## src/rtl/piso_param.sv

```systemverilog
// Parallel-in/serial-out shift transmitter: captures a SIZE-bit word on a load
// handshake and presents it on a registered serial output, one bit per enabled clock.
module piso_param #(
    parameter int unsigned SIZE      = 16,
    parameter bit          MSB_FIRST = 1'b1
) (
    input  logic            piso_param_port_clk,
    input  logic            piso_param_port_rst,
    input  logic            piso_param_port_en,
    input  logic            piso_param_port_ld,
    input  logic [SIZE-1:0] piso_param_port_p,
    output logic            piso_param_port_so,
    output logic            piso_param_port_rdy,
    output logic            piso_param_port_busy,
    output logic            piso_param_port_done
);

    localparam int unsigned CW = $clog2(SIZE);

    typedef enum logic {StIdle, StShift} state_e;

    state_e          r_state, w_state_d;
    logic [SIZE-1:0] r_shift, w_shift_d;
    logic [CW-1:0]   r_cnt,   w_cnt_d;
    logic            r_so,    w_so_d;
    logic            r_done,  w_done_d;

    always_comb begin
        w_state_d = r_state;
        w_shift_d = r_shift;
        w_cnt_d   = r_cnt;
        w_so_d    = r_so;
        w_done_d  = 1'b0;
        unique case (r_state)
            StIdle: begin
                if (piso_param_port_en && piso_param_port_ld) begin
                    w_state_d = StShift;
                    w_shift_d = piso_param_port_p;
                    w_cnt_d   = CW'(SIZE - 1);
                    w_so_d    = MSB_FIRST ? piso_param_port_p[SIZE-1] : piso_param_port_p[0];
                end
            end
            StShift: begin
                if (piso_param_port_en) begin
                    if (r_cnt != '0) begin
                        // so always mirrors the output end of the register after the shift
                        if (MSB_FIRST) begin
                            w_shift_d = {r_shift[SIZE-2:0], 1'b0};
                            w_so_d    = r_shift[SIZE-2];
                        end else begin
                            w_shift_d = {1'b0, r_shift[SIZE-1:1]};
                            w_so_d    = r_shift[1];
                        end
                        w_cnt_d = r_cnt - CW'(1);
                    end else begin
                        w_state_d = StIdle;
                        w_shift_d = '0;
                        w_so_d    = 1'b0;
                        w_done_d  = 1'b1;
                    end
                end
            end
        endcase
    end

    always_ff @(posedge piso_param_port_clk) begin
        if (!piso_param_port_rst) begin
            r_state <= StIdle;
            r_shift <= '0;
            r_cnt   <= '0;
            r_so    <= 1'b0;
            r_done  <= 1'b0;
        end else begin
            r_state <= w_state_d;
            r_shift <= w_shift_d;
            r_cnt   <= w_cnt_d;
            r_so    <= w_so_d;
            r_done  <= w_done_d;
        end
    end

    assign piso_param_port_so   = r_so;
    assign piso_param_port_rdy  = (r_state == StIdle);
    assign piso_param_port_busy = (r_state == StShift);
    assign piso_param_port_done = r_done;

endmodule

```

## config.mk

```make
export PLATFORM = sky130hd
export DESIGN_NAME = piso_param
export DESIGN_NICKNAME = d
export VERILOG_FILES = /design/src/rtl/piso_param.sv
export SDC_FILE = /design/constraint.sdc
export NUM_CORES = 1
export LEC_CHECK = 0
export CELL_PAD_IN_SITES_DETAIL_PLACEMENT = 1
export CELL_PAD_IN_SITES_GLOBAL_PLACEMENT = 2
export CORE_UTILIZATION = 29
export DETAILED_ROUTE_END_ITERATION = 10
export GPL_TIMING_DRIVEN = 0
export PLACE_DENSITY = 0.73
export SETUP_SLACK_MARGIN = 0.5
export SLEW_MARGIN = 20
export SYNTH_ARGS = -nofsm -noshare
export SYNTH_HDL_FRONTEND = slang
export SYNTH_SLANG_ARGS = --single-unit
```

## constraint.sdc

```tcl
create_clock -name piso_param_port_clk -period 1.8 [get_ports piso_param_port_clk]
set_input_delay 0.36 -clock piso_param_port_clk [delete_from_list [all_inputs] [get_ports piso_param_port_clk]]
set_output_delay 0.36 -clock piso_param_port_clk [all_outputs]
set_load 0.01 [all_outputs]
```

==> results of run 1 <==
registers in the layout, summed over array words and instances, names as in the netlist:
register,count
piso_param_port_so,1
piso_param_port_busy,1
r_cnt,4
r_shift,15
piso_param_port_done,1
how the worst max path moves through the flow:
| stage | slack [ns] | to |
|---|---|---|
| floorplan | 0.39 | r_shift[10]$_SDFFE_PN0P_ |
| global placement | -0.12 | r_cnt[1]$_SDFFE_PN0P_ |
| detailed placement | -0.11 | r_cnt[1]$_SDFFE_PN0P_ |
| CTS | 0.37 | piso_param_port_rdy |
| global route | 0.30 | r_shift[9]$_SDFFE_PN0P_ |
| finish | 0.37 | r_shift[11]$_SDFFE_PN0P_ |
cell usage in the layout (no fill, tap or decap), types with 2 or more instances in the layout:
cell,instances
buf_4,4
dfxtp_4,2
clkbuf_4,6
a21oi_1,2
dfxtp_1,19
a221o_2,5
a221o_1,10
o221a_2,2
dlygate4sd2_1,2
inv_2,3
buf_2,3
buf_6,5
nand2_1,2
clkdlybuf4s50_1,17
and3_1,15
nand3_1,4
power by group:
group / switching [µW] / leakage (µW) / internal (µW) / total, µW
combinational: 88.6 / 0.000399 / 126 / 215
clock: 152 / 0.0000279 / 225 / 377
sequential: 23.4 / 0.000182 / 516 / 540
cells in the mapped netlist:
| master | instances | area, µm² |
|---|---|---|
| and3_4 | 1 | 11.3 |
| o21ai_1 | 1 | 5.00 |
| and3_1 | 15 | 93.8 |
| nor2_2 | 1 | 6.26 |
| a221o_2 | 5 | 56.3 |
| a221o_1 | 10 | 100 |
| buf_6 | 2 | 22.5 |
| nand2_1 | 2 | 7.51 |
| nor2_1 | 1 | 3.75 |
| buf_8 | 1 | 15.0 |
| a21boi_0 | 1 | 7.51 |
| and2_4 | 1 | 8.76 |
| clkbuf_1 | 2 | 7.51 |
| a21o_1 | 1 | 7.51 |
| o221a_2 | 2 | 22.5 |
| a31oi_1 | 1 | 6.26 |
| buf_2 | 2 | 10.0 |
| nor3_1 | 1 | 5.00 |
| a21oi_1 | 3 | 15.0 |
| or4_1 | 1 | 7.51 |
| nor3b_4 | 1 | 18.8 |
| o2bb2ai_1 | 1 | 8.76 |
| clkbuf_2 | 1 | 5.00 |
| nand3b_1 | 1 | 7.51 |
| and4_2 | 1 | 10.0 |
| inv_1 | 3 | 11.3 |
| o211a_1 | 1 | 10.0 |
| ha_1 | 1 | 12.5 |
| nand3_1 | 4 | 20.0 |
| dfxtp_1 | 22 | 440 |
| o21ai_0 | 1 | 5.00 |
| nand4_1 | 1 | 6.26 |
per-stage QoR:
stage          hold slack [ns]  setup slack (ns)
2_1_floorplan            0.441             0.389
3_3_place_gp             0.458            -0.119
6_report                 0.279             0.374
3_5_place_dp             0.467            -0.113
5_1_grt                  0.283             0.305
4_1_cts                  0.268             0.367
final cells by class:
| cell class | count | area share |
|---|---|---|
| clock buffer | 3 | 0.0161 |
| sequential | 22 | 0.322 |
| buffer | 8 | 0.0547 |
| multi-input combinational | 59 | 0.356 |
| inverter | 3 | 0.00806 |
| tap | 44 | 0.0394 |
| clock inverter | 1 | 0.0215 |
| timing repair buffer | 28 | 0.183 |
kinds of logic after synthesis:
kind of cell	count (synthesis)
and+or+nand+nor	31
DFF	22
buffers and inverters	11
adders and majority gates	1
AOI/OAI and AO/OA	27
metal layers:
metal  part of all wire  global-route usage  vias up
li1                   -                   -      425
met3              0.038              0.0455        4
met1               0.49               0.222      420
met4              0.013              0.0498        0
met2               0.46               0.262       14
met5                  0                   0        -
repair_timing:
action / CTS / global route
setup endpoints to repair: 25 / 23
resized for setup: 21 / 9
setup buffers: 5 / 0
pin swaps: 8 / 4
cloned: 1 / 0
==> out/metrics.cfg, run 1 <==
[job]
cap_violations = 0

[sta]
period_share = 0.792
slew_viol_final = 0
setup_tns_ns = 0
relSlewSlack = 0.840
worst_pin_slew_ns = 0.240
hold_violations = 0
fmax_mhz = 701
layout_min_cycle_time_ns = 1.43
clock_skew_ns = 0.00759
rsz0062_at_grt = true
setup_viol = 0

[outcome]
status = finished clean

[yosys]
ys.warnings.count = 0
synth_compound_area_frac = 0.250
ys_seq_area_frac = 0.452
synth_xor_area_frac = 0
syn_inst = 92
synth_fa_ha_area_frac = 0.0128
syn-cell-area_um2 = 975
yosys_register_bits = 22
synthMuxAreaShare = 0
synth-simple-area-share = 0.212
synth_top_family_by_area = compound AO/OA/AOI/OAI gates
syn_avg_cell_area_um2 = 10.6
synth_cell_type_count = 32
synth_nets = 113

[final_layout]
fill_cells = 357
final_layout_size_suffix_gt1_frac = 0.339
finalNetCount = 146
seqCellArea_um2 = 449
instances_no_fill = 168
final_area_um2 = 1400
area_growth_pct = 43.3
fin_util = 0.446
num_antenna_cells = 0
multi_input_area_um2 = 497

[pwr]
powerDensity_nw_per_um2 = 810
power.total_uw = 1130
peakVddDrop_mv = 0.417
power.leakage_uw = 0.000609

[clocking]
clock-sinks = 22
htreeDepth = 1
clockBufferDepth = 2
holdBufCountCts = 0
root_buffer = clkbuf_4
clk_latency_ns = 0.31
numCtsBuffers = 3
clkTransAtPathRegs_ns = 0.13
cts_tree = done

[die]
fp.dieH_um = 60.0
coreArea_um2 = 3130
die_area_um2 = 3600
start_util = 0.312
die_w_um = 60.0
io-pin-count = 24
num_rows = 20

[grt]
grt-ovfl-total = 0
grt_pass1_vias = 917
grt_usage = 0.167
grt_pass1_wl_um = 4380
antenna_found_initial = 0
grt_max_degree = 14

[worst_hold_path]
hold_class = input port to flop
whs_endpoint = piso_param_port_busy$_SDFF_PN0_
hold_depth = 2
worstHoldStart = piso_param_port_en

[setup_path]
crit_buf_inv = 2
crit_fanout = 7
critPathCaptureType = flop
path_cells = inv_2 > ha_4 > nor3b_4 > nor2_4 > buf_6 > a221o_1
critPathKind = flop to flop
critPathMaxStageDelay_ns = 0.37
arrival_ns = 1.63
crit_required_ns = 2.01
rr_startpoint = r_cnt[0]$_SDFFE_PN0P_
cp_slowest_cell = dfxtp_4
critPathLaunchType = flop
critPathTopFamily = flip-flops
crit_path_start = r_cnt[0]$_SDFFE_PN0P_
r2r_cells = 6
r2r_end = r_shift[11]$_SDFFE_PN0P_
ff2ff_setup_slack_ns = 0.37
cp_num_cells = 6

[detailed_routing]
drt-initial-drc-count = 28
avgRoutedWirePerCell_um = 15.2
drtAntennaViolNets = 0
finalWirelength_um = 2550
num_vias = 863
detail_route.vias_per_cell = 5.14
firstDrtPassIters = 5
post-route-drc-count = 0

[place]
dp_hpwl_um = 1700
gp_congestion = 0.783
place_area_um2 = 1280
port_buffers = 22
placed_cells = 158

No activity file was read; power rests on OpenSTA's default activity.
==> run 2, diff against run 1 <==
==> constraint.sdc (replaced) <==
create_clock -name piso_param_port_clk -period 1.35 [get_ports piso_param_port_clk]
set_input_delay 0.27 -clock piso_param_port_clk [delete_from_list [all_inputs] [get_ports piso_param_port_clk]]
set_output_delay 0.27 -clock piso_param_port_clk [all_outputs]
set_load 0.01 [all_outputs]
==> run 2 against run 1 <==
Effect of this change: the flow now finishes with violations (negative setup slack); die area stayed put; sequential share of layout area down 2.3 points; power is 33% higher; setup slack worse by 0.48 ns; core utilization is 3.6 points higher; sequential power increased by 33%; non-clock buffer count increased by 5; worst hold slack got worse by 0.063 ns; cell area increased by 8.1%; fmax decreased by 2.3%; highest routed layer unchanged.
==> out/metrics.cfg, run 2 (synthesis results as in run 1) <==
[clocking]
clkTransAtPathRegs_ns = 0.14
htreeDepth = 1
cts_tree = done
clk_latency_ns = 0.31
numCtsBuffers = 3
root_buffer = clkbuf_4
clock-sinks = 22
clockBufferDepth = 2

[outcome]
status = finished with violations
failed_checks = negative setup slack

[grt]
antenna_found_initial = 0
grt_usage = 0.173
grt_pass1_vias = 938
grt_max_degree = 14
grt-ovfl-total = 0
grt_pass1_wl_um = 4550

[setup_path]
critPathLaunchType = flop
crit_required_ns = 1.56
crit_fanout = 7
critPathKind = flop to flop
critPathCaptureType = flop
arrival_ns = 1.67

[detailed_routing]
drtAntennaViolNets = 0
avgRoutedWirePerCell_um = 16.1
num_vias = 920
drt-initial-drc-count = 28
detail_route.vias_per_cell = 5.32
finalWirelength_um = 2780
post-route-drc-count = 0
firstDrtPassIters = 4

[sta]
layout_setup_ws_ns = -0.110
layout_min_cycle_time_ns = 1.46
relSlewSlack = 0.747
slew_viol_final = 0
fin_hold_ws_ns = 0.216
setup_viol = 17
setup_tns_ns = -1.22
fmax_mhz = 685
worst_pin_slew_ns = 0.380
clock_skew_ns = 0.00837
hold_violations = 0
rsz0062_at_grt = true
period_share = 1.08

[die]
start_util = 0.312
coreArea_um2 = 3130
io-pin-count = 24
die_w_um = 60.0
num_rows = 20
die_area_um2 = 3600
fp.dieH_um = 60.0

[place]
port_buffers = 22
placed_cells = 158
gp_congestion = 0.783
dp_hpwl_um = 1840

[final_layout]
instances_no_fill = 173
final_common_cell = dfxtp_1
largest-register = r_shift
area_growth_pct = 54.8
num_antenna_cells = 0
largest_reg_flops = 15
final_layout_size_suffix_gt1_frac = 0.403
finalNetCount = 151
layout_common_cells = dfxtp_1 (18), clkdlybuf4s50_1 (16), and3_1 (15)
top_regs = r_shift x15, r_cnt x4

[job]
cap_violations = 0

[worst_hold_path]
hold_class = input port to flop

[pwr]
peakVddDrop_mv = 0.601
power.leakage_uw = 0.000653
powerDensity_nw_per_um2 = 997

[run 2: cell types whose count changed in the layout (fill, tap and decap cells not counted), sizes merged]
cell / change
inv: -1
buf: +6
clkbuf: +1
clkdlybuf4s50: -1
bufinv: -1
clkinv: +1
[run 2: per-stage QoR]
stage          area, µm²  worst slack, ns  total power [µW]  utilization
5_1_grt             1510           -0.166              1570        0.482
4_1_cts             1450           -0.102              1490        0.465
2_1_floorplan       1030          -0.0608               877            -
6_report            1510           -0.110              1500        0.482
3_5_place_dp        1310           -0.452               991        0.417
3_3_place_gp        1310           -0.443               982        0.417
[run 2: power breakdown]
part	leakage, µW	internal, µW	switching (µW)	total [µW]
clock network	0.0000261	226	217	443
logic	0.000445	203	137	340
registers	0.000182	689	31.5	720
[run 2: timing repair]
action | CTS | global route
gates cloned | 1 | 0
gates resized for setup | 34 | 7
hold buffers | 0 | 0
buffers inserted | 7 | 3
pin swaps | 8 | 5
endpoints found under the hold margin | 0 | 0
setup endpoints to repair | 26 | 26
[run 2: final cells by class]
cell class	instances	area [µm²]
plain buffers	8	88.8
multi-input cells	59	510
flip-flops and latches	22	450
clock buffers	4	47.5
fillers	351	1620
repair buffers	33	333
inverters	3	23.8
well taps	44	55.1
[run 2: critical path, cell delays in order (launching register included)]
cell	delay (ns)
dfxtp_4	0.37
inv_2	0.06
ha_4	0.12
nor3b_4	0.24
nor2_4	0.11
buf_6	0.14
a221o_1	0.31
[run 2: path summary, 6_finish.rpt]
check	start	to	slack [ns]	cells past startpoint
max	r_cnt[0]$_SDFFE_PN0P_	r_shift[8]$_SDFFE_PN0P_	-0.11	6
min	piso_param_port_en	piso_param_port_busy$_SDFF_PN0_	0.22	2
max reg2reg	r_cnt[0]$_SDFFE_PN0P_	r_shift[8]$_SDFFE_PN0P_	-0.11	6
min reg2reg	r_shift[0]$_SDFFE_PN0P_	r_shift[0]$_SDFFE_PN0P_	0.47	2
[run 2: per-layer routing]
metal	part of all wire	vias to the layer above	GRT usage
li1	-	439	-
met1	0.47	467	0.229
met2	0.50	12	0.284
met3	0.024	2	0.0390
met4	0.0068	0	0.0399
met5	0	-	0
==> run 3, diff against run 2 <==
--- a/config.mk
+++ b/config.mk
@@ -7,10 +7,12 @@
 export LEC_CHECK = 0
 export CELL_PAD_IN_SITES_DETAIL_PLACEMENT = 1
 export CELL_PAD_IN_SITES_GLOBAL_PLACEMENT = 2
-export CORE_UTILIZATION = 29
+export CORE_UTILIZATION = 37
 export DETAILED_ROUTE_END_ITERATION = 10
+export DONT_BUFFER_PORTS = 1
 export GPL_TIMING_DRIVEN = 0
-export PLACE_DENSITY = 0.73
+export MAX_ROUTING_LAYER = met4
+export PLACE_DENSITY = 0.72
 export SETUP_SLACK_MARGIN = 0.5
 export SLEW_MARGIN = 20
 export SYNTH_ARGS = -nofsm -noshare
==> run 3 against run 2 <==
Effect of this change: critical path type unchanged; critical path depth stayed put; fmax is 2.0% higher; the run still ends with negative setup slack left; largest cell class unchanged; critical endpoint is now r_shift[10]$_SDFFE_PN0P_; cell area is 22% lower; clock-buffer cell count stayed put; global-route usage is 1.8 points higher; die area is 21% lower; cell count is 23% lower.
==> out/metrics.cfg, run 3 (synthesis results as in run 1) <==
[setup_path]
arrival_ns = 1.63
critPathKind = flop to flop
crit_required_ns = 1.55
crit_fanout = 7
critPathCaptureType = flop
critPathLaunchType = flop

[final_layout]
largest_reg_flops = 15
final_common_cell = dfxtp_1
layout_common_cells = dfxtp_1 (17), and3_1 (15), a221o_1 (10)
final_layout_size_suffix_gt1_frac = 0.408
area_growth_pct = 20.5
num_antenna_cells = 0
finalNetCount = 125
fin_util = 0.474
largest-register = r_shift
fill_cells = 281
final_area_um2 = 1170
instances_no_fill = 133
top_regs = r_shift x15, r_cnt x4

[sta]
fmax_mhz = 699
slew_viol_final = 0
fin_hold_ws_ns = 0.0924
setup_viol = 15
relSlewSlack = 0.730
worst_pin_slew_ns = 0.406
layout_min_cycle_time_ns = 1.43
hold_violations = 0
clock_skew_ns = 0.00551
layout_setup_ws_ns = -0.0809
period_share = 1.06
rsz0062_at_grt = true

[detailed_routing]
drtAntennaViolNets = 0
num_vias = 786
post-route-drc-count = 0
detail_route.vias_per_cell = 5.91
drt-initial-drc-count = 9
avgRoutedWirePerCell_um = 17.5
finalWirelength_um = 2330
firstDrtPassIters = 4

[grt]
grt_max_degree = 13
grt_usage = 0.190
grt_pass1_vias = 793
grtUsageMet2 = 0.267
antenna_found_initial = 0
grtUsageMet3 = 0.0287
use_met1 = 0.263
grt-ovfl-total = 0
busiest_layer = met2
grt_pass1_wl_um = 3750

[pwr]
power.total_uw = 1310
power.leakage_uw = 0.000512
peakVddDrop_mv = 0.534
powerDensity_nw_per_um2 = 1120

[clocking]
root_buffer = clkbuf_4
cts_tree = done
clock-sinks = 22
clockBufferDepth = 2
clk_latency_ns = 0.30
htreeDepth = 1
clkTransAtPathRegs_ns = 0.13
numCtsBuffers = 3

[die]
fp.dieH_um = 53.3
coreArea_um2 = 2480
num_rows = 18
die_area_um2 = 2840
die_w_um = 53.3
start_util = 0.393
io-pin-count = 24

[worst_hold_path]
hold_class = input port to flop

[place]
port_buffers = 0
gp_congestion = 0.708
dp_hpwl_um = 1580
place_area_um2 = 1070
placed_cells = 122

[outcome]
status = finished with violations
failed_checks = negative setup slack

[job]
cap_violations = 0

## run 3: changes by cell type in the layout (fill, tap and decap cells not counted), moves of 2 or more
cell             before  now
buf_12                2    0
buf_4                 5    7
dlygate4sd2_1         2    0
dfxtp_2               2    4
buf_6                 9    4
clkdlybuf4s50_1      16    0
## run 3: cell type report
class	instances	area, µm²	area share
clock buffer	4	36.3	0.0309
tap	30	37.5	0.0319
multi-input combinational	59	503	0.428
timing repair buffer	7	56.3	0.0479
inverter	3	13.8	0.0117
sequential	22	449	0.382
buffer	8	78.8	0.0671
## run 3: power breakdown
part | switching [µW] | internal (µW) | total [µW]
Clock | 200 | 164 | 365
Sequential | 34.3 | 689 | 724
Combinational | 103 | 121 | 224
## run 3: worst paths after layout
| kind | startpoint | to | slack, ns | depth (start not counted) |
|---|---|---|---|---|
| max reg2reg | r_cnt[0]$_SDFFE_PN0P_ | r_shift[10]$_SDFFE_PN0P_ | -0.08 | 6 |
| min reg2reg | r_shift[0]$_SDFFE_PN0P_ | r_shift[0]$_SDFFE_PN0P_ | 0.49 | 2 |
| min | piso_param_port_p[4] | r_shift[4]$_SDFFE_PN0P_ | 0.09 | 1 |
| max | r_cnt[0]$_SDFFE_PN0P_ | r_shift[10]$_SDFFE_PN0P_ | -0.08 | 6 |
## run 3: routing by layer
metal  share of wire  up-vias
met5               0        -
met4          0.0082        0
met3           0.047        2
met2            0.44       17
met1            0.50      381
li1                -      386
## run 3: worst max-delay path, cell delays in order (launching register included)
cell     delay (ns)
dfxtp_2        0.35
inv_2          0.07
ha_4           0.13
nor3b_4        0.24
nor2_4         0.09
buf_6          0.14
a221o_1        0.31
## run 3: per-stage QoR
stage               setup slack, ns  setup TNS (ns)
floorplan                   -0.0608          -0.633
global placement             -0.214           -2.79
CTS                         -0.0908          -0.890
detailed placement           -0.229           -3.12
global route                 -0.134           -1.60
finish                      -0.0809          -0.777
## run 3: repair_timing
| action | CTS | global route |
|---|---|---|
| endpoints found under the setup margin | 26 | 26 |
| pin swaps | 6 | 2 |
| hold endpoints to repair | 0 | 0 |
| setup buffers | 6 | 0 |
| cloned | 1 | 0 |
| hold buffers | 0 | 0 |
| gates resized for setup | 9 | 1 |
